## src/rtl/epu_pool_pkg.sv

```systemverilog
// Shared types and constants for the 2x2 max-pool / flatten stage.
// Parameter word map, SRAM write-enable encoding, FSM states and int8 helpers.
package epu_pool_pkg;

  localparam int ADDR_W = 32;
  localparam int DATA_W = 32;
  localparam int DIM_W  = 6;
  localparam int CH_W   = 7;

  localparam logic WRITE_ENB = 1'b1;
  localparam logic WRITE_DIS = 1'b0;

  localparam logic [1:0] PRM_H    = 2'd0;
  localparam logic [1:0] PRM_W    = 2'd1;
  localparam logic [1:0] PRM_C    = 2'd2;
  localparam logic [1:0] PRM_FLAG = 2'd3;

  typedef enum logic [2:0] {
    ST_IDLE       = 3'd0,
    ST_LOAD_PARAM = 3'd1,
    ST_CHECK      = 3'd2,
    ST_READ       = 3'd3,
    ST_CMP        = 3'd4,
    ST_WRITE      = 3'd5,
    ST_FINISH     = 3'd6
  } pool_state_t;

  function automatic logic signed [7:0] max_s8(input logic signed [7:0] a,
                                               input logic signed [7:0] b);
    return (b > a) ? b : a;
  endfunction

  function automatic logic [7:0] relu_s8(input logic signed [7:0] v, input logic en);
    return (en && (v < 8'sd0)) ? 8'h00 : v;
  endfunction

endpackage

```

## src/rtl/maxpool_flatten_if.sv

```systemverilog
// SRAM-side and control signals of the max-pool stage.
// master = the pooling engine, slave = controller / SRAM environment.
interface maxpool_flatten_if;
  import epu_pool_pkg::*;

  logic              start;
  logic              finish;
  logic              prm_cs;
  logic [ADDR_W-1:0] prm_addr;
  logic [DATA_W-1:0] prm_rdata;
  logic              fm_cs;
  logic [ADDR_W-1:0] fm_addr;
  logic [DATA_W-1:0] fm_rdata;
  logic              out_cs;
  logic              out_w_req;
  logic [ADDR_W-1:0] out_addr;
  logic [DATA_W-1:0] out_wdata;

  modport master (
    input  start, prm_rdata, fm_rdata,
    output finish, prm_cs, prm_addr, fm_cs, fm_addr,
           out_cs, out_w_req, out_addr, out_wdata
  );

  modport slave (
    output start, prm_rdata, fm_rdata,
    input  finish, prm_cs, prm_addr, fm_cs, fm_addr,
           out_cs, out_w_req, out_addr, out_wdata
  );

endinterface

```

## src/rtl/pool_addr_gen.sv

```systemverilog
// Output-coordinate counters and incremental feature-map / flattened-output addressing.
// Row and channel bases advance by additions only; odd trailing rows/cols are skipped.
module pool_addr_gen
  import epu_pool_pkg::*;
(
  input  logic              clk,
  input  logic              rstn,
  input  logic              clr,
  input  logic              rd_step,
  input  logic              adv,
  input  logic [1:0]        k,
  input  logic [DIM_W-1:0]  h,
  input  logic [DIM_W-1:0]  w,
  input  logic [CH_W-1:0]   c_num,
  output logic [ADDR_W-1:0] fm_addr,
  output logic [ADDR_W-1:0] out_addr,
  output logic              last
);

  logic [DIM_W-1:0]  x_r, y_r;
  logic [CH_W-1:0]   c_r;
  logic [ADDR_W-1:0] row_r, base_r, fm_addr_r, out_addr_r;

  logic [DIM_W-1:0]  ho_s, wo_s;
  logic [ADDR_W-1:0] w_s, row_nx_s, chan_nx_s, rd_inc_s;
  logic              x_last_s, y_last_s, c_last_s;

  assign ho_s      = {1'b0, h[DIM_W-1:1]};
  assign wo_s      = {1'b0, w[DIM_W-1:1]};
  assign w_s       = ADDR_W'(w);
  assign x_last_s  = (x_r == (wo_s - DIM_W'(1)));
  assign y_last_s  = (y_r == (ho_s - DIM_W'(1)));
  assign c_last_s  = (c_r == (c_num - CH_W'(1)));
  assign last      = x_last_s & y_last_s & c_last_s;

  // Next row pair skips two rows; next channel also skips a dropped odd row.
  assign row_nx_s  = row_r + (w_s << 1);
  assign chan_nx_s = row_nx_s + (h[0] ? w_s : '0);
  // Window walk: p -> p+1 -> p+W -> p+W+1.
  assign rd_inc_s  = (k == 2'd1) ? (w_s - ADDR_W'(1)) : ADDR_W'(1);

  assign fm_addr   = fm_addr_r;
  assign out_addr  = out_addr_r;

  // Counter and pointer registers.
  always_ff @(posedge clk or negedge rstn) begin
    if (!rstn) begin
      x_r        <= '0;
      y_r        <= '0;
      c_r        <= '0;
      row_r      <= '0;
      base_r     <= '0;
      fm_addr_r  <= '0;
      out_addr_r <= '0;
    end else if (clr) begin
      x_r        <= '0;
      y_r        <= '0;
      c_r        <= '0;
      row_r      <= '0;
      base_r     <= '0;
      fm_addr_r  <= '0;
      out_addr_r <= '0;
    end else if (adv) begin
      out_addr_r <= out_addr_r + ADDR_W'(1);
      if (!x_last_s) begin
        x_r       <= x_r + DIM_W'(1);
        base_r    <= base_r + ADDR_W'(2);
        fm_addr_r <= base_r + ADDR_W'(2);
      end else if (!y_last_s) begin
        x_r       <= '0;
        y_r       <= y_r + DIM_W'(1);
        row_r     <= row_nx_s;
        base_r    <= row_nx_s;
        fm_addr_r <= row_nx_s;
      end else begin
        x_r       <= '0;
        y_r       <= '0;
        c_r       <= c_r + CH_W'(1);
        row_r     <= chan_nx_s;
        base_r    <= chan_nx_s;
        fm_addr_r <= chan_nx_s;
      end
    end else if (rd_step) begin
      fm_addr_r <= fm_addr_r + rd_inc_s;
    end else begin
      fm_addr_r <= fm_addr_r;
    end
  end

endmodule

```

## src/rtl/maxpool_flatten.sv

```systemverilog
// 2x2/stride-2 int8 max-pool with optional ReLU, flattening CxHxW into the FC input SRAM.
// Holds the sequencing FSM, running max, ReLU and all registered SRAM drives.
module maxpool_flatten
  import epu_pool_pkg::*;
(
  input  logic               clk,
  input  logic               rstn,
  maxpool_flatten_if.master  bus
);

  pool_state_t state_r, state_nx;
  logic [2:0]  cnt_r, cnt_nx;

  logic [DIM_W-1:0]  h_r, w_r;
  logic [CH_W-1:0]   c_r;
  logic              relu_r;
  logic signed [7:0] max_r;

  logic              finish_r, prm_cs_r, fm_cs_r, out_cs_r, out_w_req_r;
  logic [ADDR_W-1:0] prm_addr_r;
  logic [DATA_W-1:0] out_wdata_r;

  logic signed [7:0] pix_s;
  logic [2:0]        cap_idx_s;
  logic              degenerate_s, last_s, clr_s, adv_s, rd_step_s, prm_issue_s;
  logic [ADDR_W-1:0] fm_addr_s, out_addr_s;
  logic              unused_s;

  assign pix_s        = bus.fm_rdata[7:0];
  assign cap_idx_s    = cnt_r - 3'd1;
  assign degenerate_s = (h_r[DIM_W-1:1] == '0) || (w_r[DIM_W-1:1] == '0) || (c_r == '0);
  assign unused_s     = ^{bus.prm_rdata[DATA_W-1:CH_W], bus.fm_rdata[DATA_W-1:8]};

  assign clr_s       = (state_r == ST_IDLE) || (state_r == ST_LOAD_PARAM) ||
                       (state_r == ST_CHECK) || (state_r == ST_FINISH) ||
                       ((state_r == ST_WRITE) && last_s);
  assign adv_s       = (state_r == ST_WRITE) && !last_s;
  assign rd_step_s   = (state_r == ST_READ) && (cnt_r != 3'd3);
  assign prm_issue_s = (state_nx == ST_LOAD_PARAM) && (cnt_nx < 3'd4);

  pool_addr_gen u_addr_gen (
    .clk      (clk),
    .rstn     (rstn),
    .clr      (clr_s),
    .rd_step  (rd_step_s),
    .adv      (adv_s),
    .k        (cnt_r[1:0]),
    .h        (h_r),
    .w        (w_r),
    .c_num    (c_r),
    .fm_addr  (fm_addr_s),
    .out_addr (out_addr_s),
    .last     (last_s)
  );

  // FSM state and phase counter.
  always_ff @(posedge clk or negedge rstn) begin
    if (!rstn) begin
      state_r <= ST_IDLE;
      cnt_r   <= 3'd0;
    end else begin
      state_r <= state_nx;
      cnt_r   <= cnt_nx;
    end
  end

  // Next-state logic; cnt is the param-load step or the pixel index k.
  always_comb begin
    state_nx = state_r;
    cnt_nx   = cnt_r;
    case (state_r)
      ST_IDLE: begin
        if (bus.start) begin
          state_nx = ST_LOAD_PARAM;
          cnt_nx   = 3'd0;
        end else begin
          state_nx = ST_IDLE;
        end
      end
      ST_LOAD_PARAM: begin
        if (cnt_r == 3'd4) begin
          state_nx = ST_CHECK;
          cnt_nx   = 3'd0;
        end else begin
          cnt_nx = cnt_r + 3'd1;
        end
      end
      ST_CHECK: begin
        cnt_nx   = 3'd0;
        state_nx = degenerate_s ? ST_FINISH : ST_READ;
      end
      ST_READ: begin
        if (cnt_r == 3'd3) begin
          state_nx = ST_CMP;
          cnt_nx   = 3'd0;
        end else begin
          cnt_nx = cnt_r + 3'd1;
        end
      end
      ST_CMP:    state_nx = ST_WRITE;
      ST_WRITE: begin
        cnt_nx   = 3'd0;
        state_nx = last_s ? ST_FINISH : ST_READ;
      end
      ST_FINISH: state_nx = ST_IDLE;
      default: begin
        state_nx = ST_IDLE;
        cnt_nx   = 3'd0;
      end
    endcase
  end

  // Parameter capture lags the issued address by one cycle; running max over k.
  always_ff @(posedge clk or negedge rstn) begin
    if (!rstn) begin
      h_r    <= '0;
      w_r    <= '0;
      c_r    <= '0;
      relu_r <= 1'b0;
      max_r  <= 8'sd0;
    end else begin
      if (state_r == ST_LOAD_PARAM) begin
        case (cap_idx_s)
          3'(PRM_H):    h_r    <= bus.prm_rdata[DIM_W-1:0];
          3'(PRM_W):    w_r    <= bus.prm_rdata[DIM_W-1:0];
          3'(PRM_C):    c_r    <= bus.prm_rdata[CH_W-1:0];
          3'(PRM_FLAG): relu_r <= bus.prm_rdata[0];
          default:      relu_r <= relu_r;
        endcase
      end
      if (state_r == ST_READ) begin
        case (cnt_r)
          3'd1:        max_r <= pix_s;
          3'd2, 3'd3:  max_r <= max_s8(max_r, pix_s);
          default:     max_r <= max_r;
        endcase
      end
    end
  end

  // Registered SRAM drives, decoded from the state being entered.
  always_ff @(posedge clk or negedge rstn) begin
    if (!rstn) begin
      finish_r    <= 1'b0;
      prm_cs_r    <= 1'b0;
      prm_addr_r  <= '0;
      fm_cs_r     <= 1'b0;
      out_cs_r    <= 1'b0;
      out_w_req_r <= WRITE_DIS;
      out_wdata_r <= '0;
    end else begin
      finish_r    <= (state_nx == ST_FINISH);
      prm_cs_r    <= prm_issue_s;
      prm_addr_r  <= prm_issue_s ? ADDR_W'(cnt_nx) : '0;
      fm_cs_r     <= (state_nx == ST_READ);
      out_cs_r    <= (state_nx == ST_WRITE);
      out_w_req_r <= (state_nx == ST_WRITE) ? WRITE_ENB : WRITE_DIS;
      out_wdata_r <= (state_r == ST_CMP) ?
                     {{(DATA_W-8){1'b0}}, relu_s8(max_s8(max_r, pix_s), relu_r)} : '0;
    end
  end

  assign bus.finish    = finish_r;
  assign bus.prm_cs    = prm_cs_r;
  assign bus.prm_addr  = prm_addr_r;
  assign bus.fm_cs     = fm_cs_r;
  assign bus.fm_addr   = fm_addr_s;
  assign bus.out_cs    = out_cs_r;
  assign bus.out_w_req = out_w_req_r;
  assign bus.out_addr  = out_addr_s;
  assign bus.out_wdata = out_wdata_r;

endmodule

```

## src/flat_wrapper.sv

```systemverilog
// flat-port wrapper written by rule: the top's interface ports become plain ports
module maxpool_flatten_flat import epu_pool_pkg::*;
  (clk, rstn, bus_start, bus_prm_rdata, bus_fm_rdata, bus_finish, bus_prm_cs, bus_prm_addr, bus_fm_cs, bus_fm_addr, bus_out_cs, bus_out_w_req, bus_out_addr, bus_out_wdata);
  maxpool_flatten_if bus_i ();
  input  logic clk;
  input  logic rstn;
  input wire logic [$bits(bus_i.start)-1:0] bus_start;
  input wire logic [$bits(bus_i.prm_rdata)-1:0] bus_prm_rdata;
  input wire logic [$bits(bus_i.fm_rdata)-1:0] bus_fm_rdata;
  output wire logic [$bits(bus_i.finish)-1:0] bus_finish;
  output wire logic [$bits(bus_i.prm_cs)-1:0] bus_prm_cs;
  output wire logic [$bits(bus_i.prm_addr)-1:0] bus_prm_addr;
  output wire logic [$bits(bus_i.fm_cs)-1:0] bus_fm_cs;
  output wire logic [$bits(bus_i.fm_addr)-1:0] bus_fm_addr;
  output wire logic [$bits(bus_i.out_cs)-1:0] bus_out_cs;
  output wire logic [$bits(bus_i.out_w_req)-1:0] bus_out_w_req;
  output wire logic [$bits(bus_i.out_addr)-1:0] bus_out_addr;
  output wire logic [$bits(bus_i.out_wdata)-1:0] bus_out_wdata;
  assign bus_i.start = bus_start;
  assign bus_i.prm_rdata = bus_prm_rdata;
  assign bus_i.fm_rdata = bus_fm_rdata;
  assign bus_finish = bus_i.finish;
  assign bus_prm_cs = bus_i.prm_cs;
  assign bus_prm_addr = bus_i.prm_addr;
  assign bus_fm_cs = bus_i.fm_cs;
  assign bus_fm_addr = bus_i.fm_addr;
  assign bus_out_cs = bus_i.out_cs;
  assign bus_out_w_req = bus_i.out_w_req;
  assign bus_out_addr = bus_i.out_addr;
  assign bus_out_wdata = bus_i.out_wdata;
  maxpool_flatten u_core (.clk(clk), .rstn(rstn), .bus(bus_i));
endmodule
```

## config.mk

```make
export PLATFORM = sky130hd
export DESIGN_NAME = maxpool_flatten_flat
export DESIGN_NICKNAME = d
export VERILOG_FILES = /design/src/rtl/epu_pool_pkg.sv /design/src/rtl/maxpool_flatten_if.sv /design/src/rtl/pool_addr_gen.sv /design/src/rtl/maxpool_flatten.sv /design/src/flat_wrapper.sv
export SDC_FILE = /design/constraint.sdc
export NUM_CORES = 1
export LEC_CHECK = 0
export ABC_AREA = 1
export BUFFER_PORTS_ARGS = -buffer_cell sky130_fd_sc_hd__buf_2
export CELL_PAD_IN_SITES_DETAIL_PLACEMENT = 0
export CELL_PAD_IN_SITES_GLOBAL_PLACEMENT = 1
export CORE_UTILIZATION = 40
export CTS_CLUSTER_DIAMETER = 100
export DETAILED_ROUTE_END_ITERATION = 6
export PLACE_DENSITY = 0.8
export SETUP_SLACK_MARGIN = 0.05
export SYNTH_ARGS = -nofsm -noshare
export SYNTH_HDL_FRONTEND = slang
export SYNTH_SLANG_ARGS = --single-unit
```

## constraint.sdc

```tcl
create_clock -name clk -period 9.1 [get_ports clk]
set_input_delay 0.91 -clock clk [delete_from_list [all_inputs] [get_ports clk]]
set_output_delay 0.91 -clock clk [all_outputs]
set_load 0.005 [all_outputs]
```

==> impl_metrics.tcl, run 1 <==
set metrics [dict create \
    clk_latency_ns 0.45 \
    critPathMaxStageDelay_ns 0.84 \
    power_switching_share 0.442 \
    layout_setup_ws_ns 3.89 \
    dpl_cell_area_sq_um 15600 \
    postSynth.asyncResetShare 1.00 \
    syn_to_final_growth_pct 8.91 \
    gr-total-overflow 0 \
    firstDrtPassIters 5 \
    path_cells "inv_1 > ha_1 > xnor2_1 > a21oi_1 > nand3_1 > nor3_4 > buf_4 > nand3_2 > o21ai_4 > inv_2 > buf_4 > o21ai_4 > buf_4 > nand2_1 > inv_2 > nand3_1 > o21ai_0" \
    seq_area_frac_synth 0.330 \
    clock_path_buffers 2 \
    clkPwrFrac 0.230 \
    post_cts_resized 0 \
    synth_area_per_cell_sq_um 6.95 \
    start_util 0.406 \
    fin_crit_sh 0.573 \
    synth.largest_area_cell "dfrtp_1" \
    cts_setup_buffers 0 \
    setup_viol 0 \
    internal-power_mw 1.84 \
    reg2regPathDepth 17 \
    grt_max_degree 81 \
    cts_tree "built" \
    critPathKind "reg2reg" \
    die_x_um 195 \
    endpoint_kind "flop" \
    port_buffers 97 \
    ctsHoldBuffers 0 \
    core_sq_um 36600 \
    dp_slack_ns 3.89 \
    worst_path_most_repeated_cell "buf_4" \
    power_frac_comb 0.429 \
    synth_seq_cells 196 \
    dieHeight_um 195 \
    worstMarginPinSlew_ns 1.00 \
    p_switching_mw 1.46 \
    grt_usage 0.233 \
    synthTopCellsByArea "dfrtp_1 (33%), nand2_1 (14%), inv_1 (6.4%)" \
    gp_congestion 0.899 \
    seqPwrFrac 0.341 \
    io_pins 200 \
    hold_viol_final 0 \
    nets 2357 \
    ys.flop_type "dfrtp_1" \
    total_leakage_power_nw 7.70 \
    synth_most_common_cell "nand2_1" \
    hp-class "in2async" \
    dieArea_sq_um 38000 \
    ir_drop_mv 0.144 \
    p_per_area_nw_per_um2 203 \
    synth_cells 2142 \
    rows 70 \
    cts.htree.levels 4 \
    numCtsBuffers 17 \
    slowest_stage "o21ai_4" \
    clock_skew_ns 0.0134 \
    fin_area_sq_um 16200 \
    synth_commonest_cells "nand2_1 (537), inv_1 (254), nor2_1 (207), dfrtp_1 (196), o21ai_0 (134)" \
    critPathArrivalTime_ns 5.58 \
    grt_pass1_vias 13600 \
    min_period_ns 5.21 \
    clock_sinks 196 \
    antenna_found_initial 0 \
    tns_ns 0 \
    wl_per_cell_um 16.0 \
    maxSlewViolCount 0 \
    clkTransAtPathRegs_ns 0.07 \
    max_freq_mhz 192 \
    yosysUniqueCellTypes 53 \
    drv_cap 0 \
    drc_errors 0 \
    status "complete, no violations" \
    synth_top_area_frac 0.330 \
    drt_wl_total_mm 43.3 \
    diodes 0 \
    synth_edf_count 0 \
    slew_headroom 0.327 \
    vias_per_cell 5.26 \
    critPathLaunchType "flop" \
    required_ns 9.47 \
    cts-root-buf "clkbuf_16" \
    drtIter0Drc 1019 \
    grt_pass1_wl_mm 71.4 \
    crit_fanout 50 \
    yosysWarnings 0 \
    place_hpwl_mm 32.6 \
    drtAntennaViolNets 0 \
    syn_area_sq_um 14900 \
    via_count 14200 \
    drive_gt1_frac 0.0736 \
    grt_setup_unrepaired "no" \
]
-- registers in the layout, indices dropped and copies added, names as in the netlist --
| register | cells |
|---|---|
| u_core.w_r | 6 |
| u_core.bus.finish | 1 |
| u_core.bus.prm_addr | 3 |
| u_core.bus.prm_cs | 1 |
| u_core.relu_r | 1 |
| u_core.u_addr_gen.x_r | 6 |
| u_core.u_addr_gen.c_r | 7 |
| u_core.u_addr_gen.out_addr | 32 |
| u_core.u_addr_gen.row_r | 32 |
| u_core.c_r | 7 |
| u_core.h_r | 6 |
| u_core.bus.out_wdata | 8 |
| u_core.max_r | 8 |
| u_core.bus.fm_cs | 1 |
| u_core.bus.out_cs | 1 |
| u_core.u_addr_gen.fm_addr | 32 |
| u_core.u_addr_gen.y_r | 6 |
| u_core.u_addr_gen.base_r | 32 |
| u_core.state_r | 3 |
| u_core.cnt_r | 3 |
-- area by class of cell --
class,instances,area (sq um)
Sequential cell,196,4900
Inverter,261,980
Clock buffer,22,474
Multi-Input combinational cell,1634,8600
Timing Repair Buffer,107,569
Tap cell,468,586
Clock inverter,9,93.8
Fill cell,3822,20400
-- power by group through the flow --
stage / combinational, mW / sequential (mW) / clock [mW]
final: 1.41 / 1.12 / 0.758
after detailed placement: 1.41 / 1.14 / 0
after CTS: 1.42 / 1.12 / 0.780
after global routing: 1.61 / 1.14 / 0.805
after floorplan: 1.07 / 1.09 / 0
after global placement: 1.39 / 1.13 / 0
-- final timing paths --
path,slack [ns],endpoint,from
worst min-delay path,0.46,u_core.u_addr_gen.row_r[26],rstn
worst max-delay path,3.89,u_core.u_addr_gen.row_r[28],u_core.w_r[1]
worst max register to register,3.89,u_core.u_addr_gen.row_r[28],u_core.w_r[1]
min in group clk,0.49,u_core.bus.out_wdata[7],u_core.relu_r
max in group asynchronous,7.30,u_core.c_r[5],rstn
worst min register to register,0.49,u_core.bus.out_wdata[7],u_core.relu_r
-- per-stage QoR --
step	util	hold WS, ns	std cells	total power [mW]
floorplan	-	0.433	2195	2.15
global placement	0.427	0.474	2666	2.52
detailed placement	0.427	0.479	2666	2.55
CTS	0.443	0.497	2697	3.32
global route	0.443	0.521	2697	3.55
finish	0.443	0.460	2697	3.29
-- layout by cell type, fill, tap and decap left out, types with 3 or more instances in the layout --
cell,count
a31oi_1,12
fa_1,3
nor3_1,60
ha_1,70
and2_1,3
buf_4,10
o31ai_1,25
or2_2,6
nand3_1,127
nor4_1,20
o21ai_1,4
a22o_1,5
a21o_1,10
o22ai_1,23
inv_6,3
o21a_1,10
clkbuf_16,17
conb_1,54
xnor2_1,30
buf_2,96
o21bai_1,4
o311ai_0,4
o211ai_1,23
dfrtp_1,196
nand4_1,48
nor2_2,4
nor2_1,207
clkbuf_8,4
xor2_1,67
a21oi_1,120
inv_2,6
o21ai_0,134
nand2_1,537
inv_1,253
-- cell families after synthesis --
kind of cell	Yosys count	synth area share
and+or+nand+nor	1020	0.289
DFF	196	0.330
adders and majority gates	73	0.0629
muxes	1	0.000757
buffers and inverters	365	0.107
xor gates and xnor gates	97	0.0571
other	1	0.000252
AOI/OAI and AO/OA	389	0.154
-- layer usage --
metal	up-vias	GRT usage	routed length, um
met1	6649	0.329	21100
met2	328	0.378	19600
met4	0	0.0577	728
met3	46	0.0297	1780
met5	-	0	0
li1	7155	-	-
-- worst max-delay path, delay by kind of cell (launching register included) --
family	cells	cell delay, ns
AOI/OAI and AO/OA	4	1.21
buffers and inverters	6	1.75
xor gates and xnor gates	1	0.12
and+or+nand+nor	5	1.13
adders and majority gates	1	0.33
DFF	1	0.56
Note: power is estimated with default switching activity, not from simulation.
==> inputs of run 2 (changes only) <==
--- a/config.mk
+++ b/config.mk
@@ -9,10 +9,10 @@
 export BUFFER_PORTS_ARGS = -buffer_cell sky130_fd_sc_hd__buf_2
 export CELL_PAD_IN_SITES_DETAIL_PLACEMENT = 0
 export CELL_PAD_IN_SITES_GLOBAL_PLACEMENT = 1
-export CORE_UTILIZATION = 40
+export CORE_UTILIZATION = 38
 export CTS_CLUSTER_DIAMETER = 100
 export DETAILED_ROUTE_END_ITERATION = 6
-export PLACE_DENSITY = 0.8
+export PLACE_DENSITY = 0.79
 export SETUP_SLACK_MARGIN = 0.05
 export SYNTH_ARGS = -nofsm -noshare
 export SYNTH_HDL_FRONTEND = slang
==> constraint.sdc (replaced) <==
create_clock -name clk -period 4.4 [get_ports clk]
set_input_delay 0.44 -clock clk [delete_from_list [all_inputs] [get_ports clk]]
set_output_delay 0.44 -clock clk [all_outputs]
set_load 0.005 [all_outputs]
==> run 2 against run 1 <==
Net effect: global-route usage down 0.86 points; highest routed layer unchanged; critical endpoint is now u_core.u_addr_gen.base_r[19]; clock skew down 0.0042 ns; clock-buffer cell count down 4; the flow now finishes with violations (DRC); final cell count up 2.3%.
==> impl_metrics.tcl, run 2 (synthesized netlist as in run 1, its figures left out) <==
set metrics [dict create \
    status "finished, violations left" \
    violations "DRC" \
    p_total_mw 6.94 \
    cts.htree.levels 4 \
    crit_fanout 7 \
    clkTransAtPathRegs_ns 0.08 \
    firstDrtPassIters 7 \
    tns_ns 0 \
    antenna_found_initial 0 \
    clk_latency_ns 0.47 \
    maxSlewViolCount 0 \
    layout_common_cells "nand2_1 (537), inv_1 (253), nor2_1 (205), dfrtp_1 (196), o21ai_0 (133)" \
    die_x_um 200 \
    r2r_slack_ns 0.45 \
    fin_crit_sh 0.898 \
    start_util 0.385 \
    vias_per_cell 5.14 \
    endpoint_kind "flop" \
    drc_errors 1 \
    numCtsBuffers 17 \
    hold_viol_final 0 \
    port_buffers 97 \
    cts_tree "built" \
    drive_gt1_frac 0.0795 \
    finalNonFillerCells 2758 \
    diodes 0 \
    wl_per_cell_um 15.7 \
    syn_to_final_growth_pct 10.5 \
    critPathKind "reg2reg" \
    layout_commonest_cell "nand2_1" \
    clock_sinks 196 \
    critPathLaunchType "flop" \
    drt_wl_total_mm 43.3 \
    drtIter0Drc 991 \
    dieArea_sq_um 39900 \
    slew_headroom 0.310 \
    via_count 14200 \
    place_hpwl_mm 32.7 \
    nets 2367 \
    grt_setup_unrepaired "no" \
    io_pins 200 \
    worstMarginPinSlew_ns 1.03 \
    required_ns 4.75 \
    grt_max_degree 135 \
    max_freq_mhz 253 \
    gr-total-overflow 0 \
    grt_pass1_wl_mm 70.3 \
    place_inst 2725 \
    cts-root-buf "clkbuf_16" \
    min_period_ns 3.95 \
    clock_path_buffers 2 \
    ir_drop_mv 0.312 \
    core_sq_um 38600 \
    total_leakage_power_nw 7.77 \
    setup_viol 0 \
    rows 72 \
    hp-class "in2reg" \
    fin_area_sq_um 16400 \
    dieHeight_um 200 \
    p_per_area_nw_per_um2 422 \
    drv_cap 0 \
    gp_congestion 0.942 \
    hold_slack_ns 0.215 \
    grt_pass1_vias 13200 \
    dpl_cell_area_sq_um 15800 \
    grt_usage 0.225 \
    critPathArrivalTime_ns 4.30 \
    clock_skew_ns 0.00920 \
    drtAntennaViolNets 0 \
]
-- run 2: path summary, 6_finish.rpt --
| kind | from | end | cells past startpoint |
|---|---|---|---|
| worst max register to register | u_core.w_r[0] | u_core.u_addr_gen.base_r[19] | 20 |
| min in group asynchronous | rstn | u_core.u_addr_gen.row_r[26] | 2 |
| worst max-delay path | u_core.w_r[0] | u_core.u_addr_gen.base_r[19] | 20 |
| worst min-delay path | bus_prm_rdata[6] | u_core.c_r[6] | 2 |
| worst min register to register | u_core.u_addr_gen.row_r[4] | u_core.u_addr_gen.row_r[4] | 2 |
| max in group asynchronous | rstn | u_core.u_addr_gen.fm_addr[11] | 3 |
-- run 2: what timing repair did --
| item | 4_1_cts | 5_1_grt |
|---|---|---|
| buffers inserted | 0 | 0 |
| endpoints found under the hold margin | 12 | 0 |
| hold buffers | 1 | 0 |
| gates resized for setup | 0 | 6 |
| setup endpoints to repair | 0 | 20 |
-- run 2: critical path, cell delays in order (launching register included) --
cell     delay, ns
dfrtp_1       0.45
ha_1          0.31
fa_1          0.46
xor2_1        0.19
ha_1          0.39
nand2_1       0.07
inv_1         0.07
nand4_1       0.07
nand3_1       0.13
nand2_1       0.06
nand2_1       0.06
nand2_1       0.04
nor2_1        0.15
nand2_1       0.15
nor2_1        0.19
nand3_1       0.18
nor2_4        0.22
xor2_1        0.29
o21ai_0       0.19
nand2_1       0.09
nor2_1        0.05
-- run 2: cell type report --
| type | instances | area, sq um |
|---|---|---|
| fillers | 4030 | 22200 |
| repair buffers | 117 | 672 |
| well taps | 518 | 648 |
| clock inverters | 14 | 168 |
| clock buffers | 18 | 439 |
| inverters | 261 | 980 |
| flip-flops and latches | 196 | 4900 |
| multi-input cells | 1634 | 8630 |
-- run 2: routing by layer --
metal | routed length [um] | global-route usage | up-vias
met5 | 0 | 0 | -
met4 | 520 | 0.0532 | 0
met3 | 1980 | 0.0282 | 31
met2 | 19000 | 0.345 | 318
met1 | 21800 | 0.334 | 6665
li1 | - | - | 7167
-- run 2: report_power, final --
group | internal [mW] | switching [mW]
Clock | 0.869 | 0.785
Combinational | 0.967 | 2.00
Sequential | 2.04 | 0.281
-- run 2: stage by stage --
stage	util	setup slack [ns]
finish	0.425	0.450
global route	0.425	0.0771
CTS	0.425	0.334
detailed placement	0.409	0.367
global placement	0.409	0.399
floorplan	-	0.398
